[src/rtl/tracklet_calc_sdiv_31s_16ns.sv]
// Signed 31-bit by unsigned 16-bit divider: restoring shift-subtract, one quotient bit per cycle,
// with saturation to a 17-bit signed quotient and divide-by-zero reporting.
module tracklet_calc_sdiv_31s_16ns #(
  parameter logic [31:0] ID = 32'd1
) (
  input  logic        ap_clk,
  input  logic        ap_rst,
  input  logic        din_valid,
  output logic        din_ready,
  input  logic [30:0] dividend,
  input  logic [15:0] divisor,
  output logic        dout_valid,
  input  logic        dout_ready,
  output logic [16:0] quotient,
  output logic [16:0] remainder,
  output logic        ovf,
  output logic        dbz
);

  localparam int unsigned DVD_W = 31;
  localparam int unsigned DVS_W = 16;
  localparam int unsigned RES_W = 17;
  localparam int unsigned CNT_W = 5;

  typedef enum logic [1:0] {IDLE, CALC, DONE} state_t;

  state_t             state_q;
  logic [DVD_W-1:0]   mag_q;
  logic [DVD_W-1:0]   quo_q;
  logic [RES_W-1:0]   rem_q;
  logic [DVS_W-1:0]   div_q;
  logic [CNT_W-1:0]   cnt_q;
  logic               neg_q;
  logic               zero_q;
  logic               din_ready_q;
  logic               dout_valid_q;
  logic [RES_W-1:0]   quotient_q;
  logic [RES_W-1:0]   remainder_q;
  logic               ovf_q;
  logic               dbz_q;

  logic [RES_W:0]     trial_d;
  logic               ge_d;
  logic [RES_W-1:0]   rem_d;
  logic [DVD_W-1:0]   abs_d;
  logic [RES_W-1:0]   rmag_d;
  logic [RES_W-1:0]   quo_fin_d;
  logic [RES_W-1:0]   rem_fin_d;
  logic               ovf_fin_d;
  logic               dbz_fin_d;

  logic unused_id;
  assign unused_id = ^ID;

  // One restoring step plus the signed/saturated result formed from the finished magnitudes.
  always_comb begin
    trial_d   = {rem_q, mag_q[DVD_W-1]};
    ge_d      = (trial_d >= (RES_W+1)'(div_q));
    rem_d     = ge_d ? RES_W'(trial_d - (RES_W+1)'(div_q)) : RES_W'(trial_d);
    abs_d     = dividend[DVD_W-1] ? DVD_W'(~dividend + DVD_W'(1)) : dividend;
    rmag_d    = {1'b0, rem_q[DVS_W-1:0]};
    quo_fin_d = '0;
    rem_fin_d = '0;
    ovf_fin_d = 1'b0;
    dbz_fin_d = 1'b0;
    if (div_q == '0) begin
      dbz_fin_d = 1'b1;
      if (!zero_q) quo_fin_d = neg_q ? 17'h10000 : 17'h0FFFF;
    end else if (!neg_q && (quo_q > DVD_W'(65535))) begin
      quo_fin_d = 17'h0FFFF;
      ovf_fin_d = 1'b1;
    end else if (neg_q && (quo_q > DVD_W'(65536))) begin
      quo_fin_d = 17'h10000;
      ovf_fin_d = 1'b1;
    end else begin
      quo_fin_d = neg_q ? RES_W'(~quo_q[RES_W-1:0] + RES_W'(1)) : quo_q[RES_W-1:0];
      rem_fin_d = neg_q ? RES_W'(~rmag_d + RES_W'(1)) : rmag_d;
    end
  end

  always_ff @(posedge ap_clk) begin
    if (ap_rst) begin
      state_q      <= IDLE;
      mag_q        <= '0;
      quo_q        <= '0;
      rem_q        <= '0;
      div_q        <= '0;
      cnt_q        <= '0;
      neg_q        <= 1'b0;
      zero_q       <= 1'b0;
      din_ready_q  <= 1'b1;
      dout_valid_q <= 1'b0;
      quotient_q   <= '0;
      remainder_q  <= '0;
      ovf_q        <= 1'b0;
      dbz_q        <= 1'b0;
    end else begin
      case (state_q)
        IDLE: begin
          if (din_valid) begin
            mag_q       <= abs_d;
            neg_q       <= dividend[DVD_W-1];
            zero_q      <= (dividend == '0);
            div_q       <= divisor;
            rem_q       <= '0;
            quo_q       <= '0;
            cnt_q       <= '0;
            din_ready_q <= 1'b0;
            state_q     <= CALC;
          end
        end
        CALC: begin
          // Counter reaches 31 after the 31st quotient bit; the next edge publishes the result.
          if (cnt_q == CNT_W'(31)) begin
            quotient_q   <= quo_fin_d;
            remainder_q  <= rem_fin_d;
            ovf_q        <= ovf_fin_d;
            dbz_q        <= dbz_fin_d;
            dout_valid_q <= 1'b1;
            state_q      <= DONE;
          end else begin
            rem_q <= rem_d;
            quo_q <= {quo_q[DVD_W-2:0], ge_d};
            mag_q <= {mag_q[DVD_W-2:0], 1'b0};
            cnt_q <= cnt_q + CNT_W'(1);
          end
        end
        DONE: begin
          if (dout_ready) begin
            dout_valid_q <= 1'b0;
            din_ready_q  <= 1'b1;
            state_q      <= IDLE;
          end
        end
        default: begin
          state_q      <= IDLE;
          din_ready_q  <= 1'b1;
          dout_valid_q <= 1'b0;
        end
      endcase
    end
  end

  assign din_ready  = din_ready_q;
  assign dout_valid = dout_valid_q;
  assign quotient   = quotient_q;
  assign remainder  = remainder_q;
  assign ovf        = ovf_q;
  assign dbz        = dbz_q;

endmodule

[config.mk]
export PLATFORM = sky130hd
export DESIGN_NAME = tracklet_calc_sdiv_31s_16ns
export DESIGN_NICKNAME = d
export VERILOG_FILES = /design/src/rtl/tracklet_calc_sdiv_31s_16ns.sv
export SDC_FILE = /design/constraint.sdc
export NUM_CORES = 1
export LEC_CHECK = 0
export ABC_AREA = 1
export BUFFER_PORTS_ARGS = -buffer_cell sky130_fd_sc_hd__buf_2
export CAP_MARGIN = 20
export CORE_MARGIN = 1.5
export CORE_UTILIZATION = 50
export DETAILED_ROUTE_END_ITERATION = 8
export GPL_TIMING_DRIVEN = 1
export HOLD_SLACK_MARGIN = 0.05
export PLACE_DENSITY = 0.65
export SYNTH_ARGS = -nofsm -noshare
export SYNTH_HDL_FRONTEND = slang
export SYNTH_SLANG_ARGS = --single-unit
[constraint.sdc]
create_clock -name ap_clk -period 2.9 [get_ports ap_clk]
set_clock_uncertainty 0.1 [all_clocks]
set_input_delay 0.29 -clock ap_clk [delete_from_list [all_inputs] [get_ports ap_clk]]
set_output_delay 0.29 -clock ap_clk [all_outputs]
set_load 0.005 [all_outputs]
==> metrics.txt, run 1 <==
status=finished clean; First DRT Iteration DRCs=513; first-pass GRT wire length=37.0 mm; Routed WL=21.9 mm; Synth Net Count=1,420; RSZ-0062 raised after global routing=false; Netlist cell types=40; post-synthesis simple-gate area fraction=33.8%; final core occ=58.9%; worst vdd ir=0.000466 V; Final Max Tran Viols=0; Via Count=8,518; setup TNS=0 ps; area share of the largest cell type after synthesis=33.0%; CP Class=input port to flip-flop; hold_buf cts=8; Cell Area, Placed=9190 sq um; Top Ports=89; input/output buffers=88; Max-Slew Margin vs Limit=47.5%; wire length per cell=13.3 um; layout cells sized above 1=12.3%; Resized Gates After CTS=0; CP endpoint kind=flip-flop; antenna viol nets, final=0; total internal power=4.86 mW; Avg Vias per Cell=5.16; fmax=0.408 GHz; synthesized area=8620 sq um; Synth Area in Adders=3.43%; Hold Crit Class=input port to flip-flop; Most used DFF post-synth=dfxtp_1; Detail Placement HPWL=16.2 mm; count leader, synth=nand2_1; area grow syn2layout=14.1%; placed cell count=1,610; number of max-cap violations=0; leading area contributor after synthesis=dfxtp_1; Critical Path Start Type=input port; P_leak=4.65 nW; clock-pin slew on the worst setup and hold paths=60 ps; CTS tree=done; final worst path period share=84.5%; vias in the first global route=7,764; GRT Overall Usage=25.1%; grt total ovfl=0; CP arrival=2710 ps; Setup-failing EPs final=0; clock root buffer master=clkbuf_16; Critical Path RT=3160 ps; flops & latches, synth=142; RePlAce Congestion=0.888; # rows=47; first drt pass iteration count=6; top post-synthesis cells by area=dfxtp_1, nand2_1, a21oi_1; largest family of logic cells by synthesized area=simple AND/OR/NAND/NOR gates; Antenna Cells=0; Final Hold Violating Endpoints=0; total CTS buffers=17; compound-gate portion of the synthesized area=15.5%; synth cell count leaders=nand2_1, inv_1, dfxtp_1; Synth Area in XOR/XNOR=3.25%; Die ar.=18,000 sq um; Max Buffers Root-to-Sink=2; CORE AREA=16,700 sq um; clock latency on the worst-skew pair=430 ps; H-tree lvl count=4; Post-route DRC=0; post-synthesis mux area share=0%; PwrDens=891 nW/um^2; Post-synth EDFFs=0; register area share after synthesis=33.0%; synth warn=0; CTS sink count=142; die width=134 um; Layout Cells excl Fill=1,650; largest net degree at the start of global routing=52; mean post-synth cell area=6.40 sq um; switching share of power=44.5%; Post-Syn Instances=1,346; Post-synth ARST share=0%; Psw=3.90 mW; crit path max fanout=6; final instance area=9830 sq um; Final nets=1,491; post-layout minimum cycle time=2450 ps; Die Ht=134 um; clock share of power=24.0%; Worst-Margin Slew=787 ps; Setup Buffers After CTS=0; initial antenna violation count=0; Initial Util=51.6%; Filler Cell Count=1,704; Reg power frac=27.5%; Logic pwr share=48.5%
-- registers in the layout, summed over array words and instances (netlist names) --
register and flops:
remainder 17, ovf 1, dbz 1, dout_valid 1
div_q 16, zero_q 1, rem_q 17, quo_q 31
neg_q 1, state_q 2, quotient 17, cnt_q 5
din_ready 1, mag_q 31
-- cells by family (layout without fill, tap and decap cells) --
| logic type | count (synthesis) | in the layout |
|---|---|---|
| buffers and inverters | 239 | 323 |
| flip-flops | 142 | 142 |
| XOR/XNOR | 32 | 32 |
| adder cells (fa/ha/maj) | 23 | 23 |
| AO/OA/AOI/OAI | 246 | 246 |
| AND/OR/NAND/NOR | 664 | 664 |
-- routing by layer --
layer / share of wire [%] / up-vias / track usage, %
met5: 0 / - / 0
met1: 49 / 3784 / 34.8
li1: - / 4507 / -
met2: 44 / 199 / 39.9
met4: 1.5 / 0 / 7.11
met3: 5.1 / 28 / 4.57
-- path summary, 6_finish.rpt --
kind	startpoint	to	slack [ps]	cells after the start
hold / removal	divisor[5]	div_q[5]$_SDFFE_PP0P_	50	3
hold reg to reg	dout_valid$_SDFFE_PP0P_	dout_valid$_SDFFE_PP0P_	360	2
setup reg to reg	mag_q[30]$_SDFFE_PP0P_	rem_q[14]$_SDFFE_PP0P_	490	14
setup / recovery	dividend[0]	zero_q$_SDFFE_PP0P_	450	13
-- cell type report --
type	instances	area, sq um	area share, %
multi-input cells	965	4820	49.1
flip-flops and latches	142	2840	28.9
inverters	180	676	6.87
repair buffers	111	648	6.59
clock buffers	18	429	4.37
well taps	220	275	2.80
clock inverters	14	134	1.36
-- placed cells by master, fill, tap and decap left out, drive strengths merged --
| cell | netlist | final |
|---|---|---|
| ha | 22 | 22 |
| o2111ai | 1 | 1 |
| o211ai | 2 | 2 |
| a211oi | 16 | 16 |
| clkinv | 0 | 8 |
| fa | 1 | 1 |
| inv | 180 | 184 |
| o21ai | 57 | 57 |
| buf | 27 | 103 |
| o22ai | 9 | 9 |
| nand3b | 7 | 7 |
| nand2 | 378 | 378 |
| nor3 | 13 | 13 |
| xor2 | 25 | 25 |
| a21oi | 132 | 132 |
| clkinvlp | 0 | 1 |
| clkbuf | 32 | 18 |
| a31oi | 22 | 22 |
| o21bai | 2 | 2 |
| dlygate4sd3 | 0 | 8 |
| nor2 | 116 | 116 |
| a21o | 1 | 1 |
| bufinv | 0 | 1 |
| nand4 | 27 | 27 |
| nor4 | 5 | 5 |
| nand3 | 113 | 113 |
| and2 | 2 | 2 |
| or2 | 3 | 3 |
| dfxtp | 142 | 142 |
| o31ai | 4 | 4 |
| xnor2 | 7 | 7 |
-- stage by stage --
step | setup WS (ps) | power [mW] | hold WS (ps)
2_1_floorplan | 858 | 5.87 | 335
3_3_place_gp | 521 | 6.65 | 340
3_5_place_dp | 521 | 6.66 | 342
4_1_cts | 448 | 8.78 | 51.1
5_1_grt | 242 | 9.57 | 63.2
6_report | 448 | 8.75 | 47.8
-- power by group through the flow --
stage               clock network, mW  registers, mW  logic [mW]
floorplan                           0           2.35        3.52
global placement                    0           2.45        4.20
detailed placement                  0           2.45        4.21
CTS                              2.13           2.41        4.24
global route                     2.21           2.43        4.93
finish                           2.10           2.41        4.25
-- worst max-delay path, stage by stage --
cell,delay [ps]
dlygate4sd3_1,530
buf_2,130
inv_1,70
ha_1,180
nand3_1,150
nor2_2,290
nand2_1,160
nor2_2,180
nand2_1,130
nor4_1,300
buf_4,190
a21oi_1,40
nor2_1,90
No activity file was read; power rests on OpenSTA's default activity.
==> inputs of run 2 (changes only) <==
PLACE_DENSITY = 0.68   (was 0.65)
clock period = 2.2 ns   (was 2.9 ns; I/O delays follow)
==> run 2 against run 1 <==
  * Flip-flop and latch count did not move
  * Power grew 41%
  * Core utilization increased by 3.9 points
  * Via count rose by 4.0%
  * Final cell count rose by 3.5%
  * Routed wire length grew 4.1%
  * Combinational power grew 52%
  * Critical path type is now flip-flop to flip-flop
  * Critical endpoint is now rem_q[0]$_SDFFE_PP0P_
  * Largest cell class unchanged
==> metrics.txt, run 2 (same netlist as run 1, synthesis figures left out) <==
Critical Path Start Type=flip-flop; Cell Area, Placed=9450 sq um (+2.9%); crit path max fanout=14 (+8); Die ar.=18,000 sq um (unchanged); CORE AREA=16,700 sq um (unchanged); CP arrival=2290 ps (-420 ps); total internal power=7.00 mW (+44%); worst vdd ir=0.00123 V (+160%); crit-path cells=inv_1, ha_2, inv_2, fa_2, nand2_1, nand3_2, nand2_2, nand2_2, nand2_4, buf_12, nand3_1, nand3_1, a21oi_1; Die Ht=134 um (unchanged); Psw=5.38 mW (+38%); Logic pwr share=52.3% (+3.8 points); First DRT Iteration DRCs=594 (+16%); initial antenna violation count=0 (unchanged); post-layout minimum cycle time=2110 ps; P_leak=4.97 nW (+6.8%); Worst-Margin Slew=541 ps (-246 ps); Antenna Cells=0 (unchanged); Final Hold Violating Endpoints=0 (unchanged); clock latency on the worst-skew pair=420 ps (about the same); Routed WL=22.8 mm (+4.1%); PwrDens=1180 nW/um^2 (+33%); clock root buffer master=clkbuf_16; H-tree lvl count=4 (unchanged); Layout Cells excl Fill=1,707 (+3.5%); max incr delay on CP=390 ps (-140 ps); first-pass GRT wire length=37.7 mm (+2.0%); antenna viol nets, final=0 (unchanged); Max Buffers Root-to-Sink=2 (unchanged); input/output buffers=88 (unchanged); Post-route DRC=0 (unchanged); vias in the first global route=7,909 (+1.9%); area occupied by multi-input gates=4910 sq um (+1.8%); Avg Vias per Cell=5.19 (+0.54%); clock share of power=22.8% (-1.2 points); wire length per cell=13.4 um (+0.67%); RePlAce Congestion=0.900 (+1.4%); final worst path period share=95.9%; Final nets=1,548 (+3.8%); Top Registers=mag_q x31, quo_q x31; most frequent cells in the layout=nand2_1, inv_1, dfxtp_1; GRT Overall Usage=25.5% (+0.44 points); Critical Path RT=2380 ps (-780 ps); Top Ports=89 (unchanged); Filler Cell Count=1,611 (-5.5%); Via Count=8,860 (+4.0%); clock-pin slew on the worst setup and hold paths=60 ps (about the same); CP Class=flip-flop to flip-flop; grt total ovfl=0 (unchanged); Seq. cell area=2840 sq um (about the same); CTS tree=done; fmax=0.474 GHz; number of max-cap violations=0 (unchanged); commonest non-fill, non-tap cell in the layout=nand2_1; die width=134 um (unchanged); slowest cell on the critical path=fa_2; Initial Util=51.6% (unchanged); Power Total=12.4 mW (+41%); Detail Placement HPWL=16.3 mm (+0.85%); setup TNS=0 ps (unchanged); switching share of power=43.4% (-1.1 points); area grow syn2layout=21.7%; Final Max Tran Viols=0 (unchanged); CP endpoint kind=flip-flop; status=finished clean; final core occ=62.8% (+3.9 points); largest net degree at the start of global routing=120 (+130%); CTS sink count=142 (unchanged); Hold Crit Class=input port to flip-flop; Max-Slew Margin vs Limit=63.6% (+16 points); Reg power frac=24.8% (-2.7 points); first drt pass iteration count=5 (-1); total CTS buffers=17 (unchanged); placed cell count=1,639 (+1.8%); Setup-failing EPs final=0 (unchanged); # rows=47 (unchanged); layout cells sized above 1=15.5% (+3.2 points); final instance area=10,500 sq um (+6.7%)
-- run 2: area by class of cell --
cell class / count / share of cell area, %
well taps: 220 / 2.62
clock inverters: 13 / 1.32
flip-flops and latches: 142 / 27.1
clock buffers: 19 / 4.13
multi-input cells: 966 / 46.8
repair buffers: 167 / 11.5
inverters: 180 / 6.49
-- run 2: what timing repair did --
item	CTS	global route
buffers inserted	0	6
pin swaps	0	7
endpoints found under the hold margin	29	0
hold buffers	28	0
cloned	0	2
gates resized for setup	3	23
setup endpoints to repair	4	104
-- run 2: worst paths after layout --
path | cells past startpoint | slack, ps | to | start
worst max-delay path | 13 | 90 | rem_q[0]$_SDFFE_PP0P_ | mag_q[30]$_SDFFE_PP0P_
worst max register to register | 13 | 90 | rem_q[0]$_SDFFE_PP0P_ | mag_q[30]$_SDFFE_PP0P_
worst min-delay path | 4 | 70 | mag_q[19]$_SDFFE_PP0P_ | dividend[19]
worst min register to register | 2 | 360 | remainder[15]$_SDFFE_PP0P_ | remainder[15]$_SDFFE_PP0P_
-- run 2: stage by stage --
step                hold WS [ps]  setup slack, ps
finish                      67.6             90.6
global route                86.4            -12.3
CTS                         50.0             19.0
detailed placement           354            -77.2
global placement             349            -14.2
floorplan                    268              158
-- run 2: worst max-delay path, delay by kind of cell (launching register included) --
kind / cells / cell delay (ps)
adders and majority gates: 2 / 580
DFF: 1 / 300
AOI/OAI and AO/OA: 1 / 70
and+or+nand+nor: 7 / 620
buffers and inverters: 3 / 290
-- run 2: power by group through the flow --
| stage | registers [mW] | clock network [mW] | logic, mW |
|---|---|---|---|
| 6_report | 3.07 | 2.83 | 6.48 |
| 5_1_grt | 3.10 | 2.97 | 7.32 |
| 4_1_cts | 3.07 | 2.87 | 6.13 |
| 3_5_place_dp | 3.12 | 0 | 6.05 |
| 3_3_place_gp | 3.12 | 0 | 5.97 |
| 2_1_floorplan | 3.10 | 0 | 4.64 |
-- run 2: layer usage --
metal	global-route usage (%)	up-vias	wire, um
met5	0	-	0
met4	6.69	0	237
met3	4.42	18	1280
met2	40.9	238	10200
met1	35.5	3977	11100
li1	-	4627	-
==> inputs of run 3 (changes only) <==
CELL_PAD_IN_SITES_DETAIL_PLACEMENT = 1   (was unset)
CELL_PAD_IN_SITES_GLOBAL_PLACEMENT = 1   (was unset)
CORE_UTILIZATION = 38   (was 50)
PLACE_DENSITY = 0.73   (was 0.68)
==> run 3 against run 2 <==
  * Routed wire length up 29%
  * Clock power is 8.1% higher
  * Final cell count is 4.4% higher
  * Global-route usage decreased by 1.6 points
  * Combinational power grew 19%
  * Core utilization decreased by 13 points
  * Register-to-register slack got worse by 40 ps
  * Cell area grew 4.3%
  * Critical path type unchanged
  * Critical endpoint is now rem_q[7]$_SDFFE_PP0P_
==> metrics.txt, run 3 (same netlist as run 1, synthesis figures left out) <==
status=finished clean; vias in the first global route=9,128 (+15%); Hold Crit Class=input port to flip-flop; RePlAce Congestion=0.851 (-5.4%); Top Ports=89 (unchanged); Post-route DRC=0 (unchanged); GRT Overall Usage=23.9% (-1.6 points); number of max-cap violations=0 (unchanged); Hold Crit Start=dividend[20]; Filler Cell Count=2,935 (+82%); layout cells sized above 1=18.6% (+3.1 points); final worst path period share=97.7% (+1.8 points); Critical Path RT=2380 ps (about the same); setup TNS=0 ps (unchanged); Antenna Cells=0 (unchanged); Max-Slew Margin vs Limit=63.8% (+0.22 points); Routed WL=29.4 mm (+29%); post-layout minimum cycle time=2150 ps (+39.9 ps); clock-pin slew on the worst setup and hold paths=70 ps (about the same); PwrDens=1270 nW/um^2 (+7.7%); CTS sink count=142 (unchanged); commonest non-fill, non-tap cell in the layout=nand2_1; Die Ht=154 um (+14%); clock latency on the worst-skew pair=430 ps (about the same); hold slack=64.3 ps (-3.28 ps); total CTS buffers=17 (unchanged); First DRT Iteration DRCs=549 (-7.6%); final core occ=49.6% (-13 points); CP Class=flip-flop to flip-flop; Via Count=9,294 (+4.9%); first-pass GRT wire length=46.0 mm (+22%); H-tree lvl count=4 (unchanged); clock root buffer master=clkbuf_16; Setup-failing EPs final=0 (unchanged); Top Registers=mag_q x31, quo_q x31; Die ar.=23,600 sq um (+31%); Worst R2R End=rem_q[7]$_SDFFE_PP0P_; placed cell count=1,712 (+4.5%); hold endpoint=mag_q[20]$_SDFFE_PP0P_; Critical Path Start Type=flip-flop; R2R depth=13 (unchanged); Power Total=13.9 mW (+12%); Final Hold Violating Endpoints=0 (unchanged); largest net degree at the start of global routing=120 (unchanged); wire length per cell=16.5 um (+23%); initial antenna violation count=0 (unchanged); worst setup margin=50.7 ps (-39.9 ps); most frequent cells in the layout=nand2_1, inv_1, dfxtp_1; CTS tree=done; Detail Placement HPWL=20.1 mm (+23%); hold path cells=4 (unchanged); Avg Vias per Cell=5.22 (+0.48%); area grow syn2layout=26.9%; die width=154 um (+14%); first drt pass iteration count=5 (unchanged); P_leak=5.10 nW (+2.6%); grt total ovfl=0 (unchanged); fmax=0.465 GHz (-1.9%); CP endpoint kind=flip-flop; Placement Setup Slack=20.8 ps (+98.0 ps); Max Buffers Root-to-Sink=2 (unchanged); antenna viol nets, final=0 (unchanged); # rows=54 (+15%); Reg-to-Reg Start=mag_q[30]$_SDFFE_PP0P_; Worst-Margin Slew=543 ps (+2.40 ps); CP arrival=2330 ps (+40 ps); Layout Cells excl Fill=1,782 (+4.4%); crit path max fanout=7 (-7); flop2flop setup slack=50 ps (-40 ps); Final nets=1,563 (+0.97%); CORE AREA=22,000 sq um (+32%); final instance area=10,900 sq um (+4.3%); Cell Area, Placed=9630 sq um (+1.8%); Initial Util=39.1% (-12 points); RSZ-0062 raised after global routing=true; worst vdd ir=0.000720 V (-42%); Final Max Tran Viols=0 (unchanged); input/output buffers=88 (unchanged)
[run 3: area by class of cell]
type                            instances  area, sq um  share of cell area (%)
Clock buffer                           18          439                    4.02
Clock inverter                         14          184                    1.68
Inverter                              180          681                    6.23
Multi-Input combinational cell        966         5050                    46.2
Sequential cell                       142         2850                    26.0
Tap cell                              280          350                    3.20
Timing Repair Buffer                  182         1380                    12.6
[run 3: power breakdown]
group / switching [mW] / internal [mW] / leakage (nW) / total [mW]
sequential: 0.272 / 2.84 / 1.16 / 3.11
clock: 1.23 / 1.84 / 0.297 / 3.06
combinational: 4.70 / 3.03 / 3.64 / 7.73
total: 6.20 / 7.70 / 5.10 / 13.9
[run 3: worst max-delay path, stage by stage (launching register included)]
cell	delay [ps]
dfxtp_1	310
inv_2	60
ha_2	180
inv_1	70
fa_2	390
nand2_2	90
nand3_2	70
nand2_2	90
nand2_2	80
nand2_4	150
clkbuf_16	170
nand3_1	80
nand3_1	90
a21oi_1	70
[run 3: layer usage]
layer	GRT usage, %	wire, um	up-vias
li1	-	-	4655
met4	6.29	495	0
met1	31.4	13800	4427
met2	40.6	14000	175
met5	0	0	-
met3	4.00	1170	37
[run 3: repair_timing]
action,CTS,global route
pin swaps,0,5
hold buffers,25,0
endpoints found under the setup margin,13,74
gates cloned,0,4
setup buffers,0,9
hold endpoints to repair,25,0
resized for setup,2,60
[run 3: worst max path at each step]
| stage | startpoint | endpoint | slack [ps] | cells after the start |
|---|---|---|---|---|
| after detailed placement | mag_q[30]$_SDFFE_PP0P_ | rem_q[8]$_SDFFE_PP0P_ | 20 | 13 |
| final | mag_q[30]$_SDFFE_PP0P_ | rem_q[7]$_SDFFE_PP0P_ | 50 | 13 |
| after floorplan | mag_q[30]$_SDFFE_PP0P_ | rem_q[6]$_SDFFE_PP0P_ | 160 | 14 |
| after CTS | cnt_q[0]$_SDFFE_PP0P_ | rem_q[8]$_SDFFE_PP0P_ | 10 | 11 |
| after global placement | div_q[0]$_SDFFE_PP0P_ | rem_q[0]$_SDFFE_PP0P_ | 100 | 12 |
| after global routing | div_q[2]$_SDFFE_PP0P_ | rem_q[7]$_SDFFE_PP0P_ | -70 | 14 |
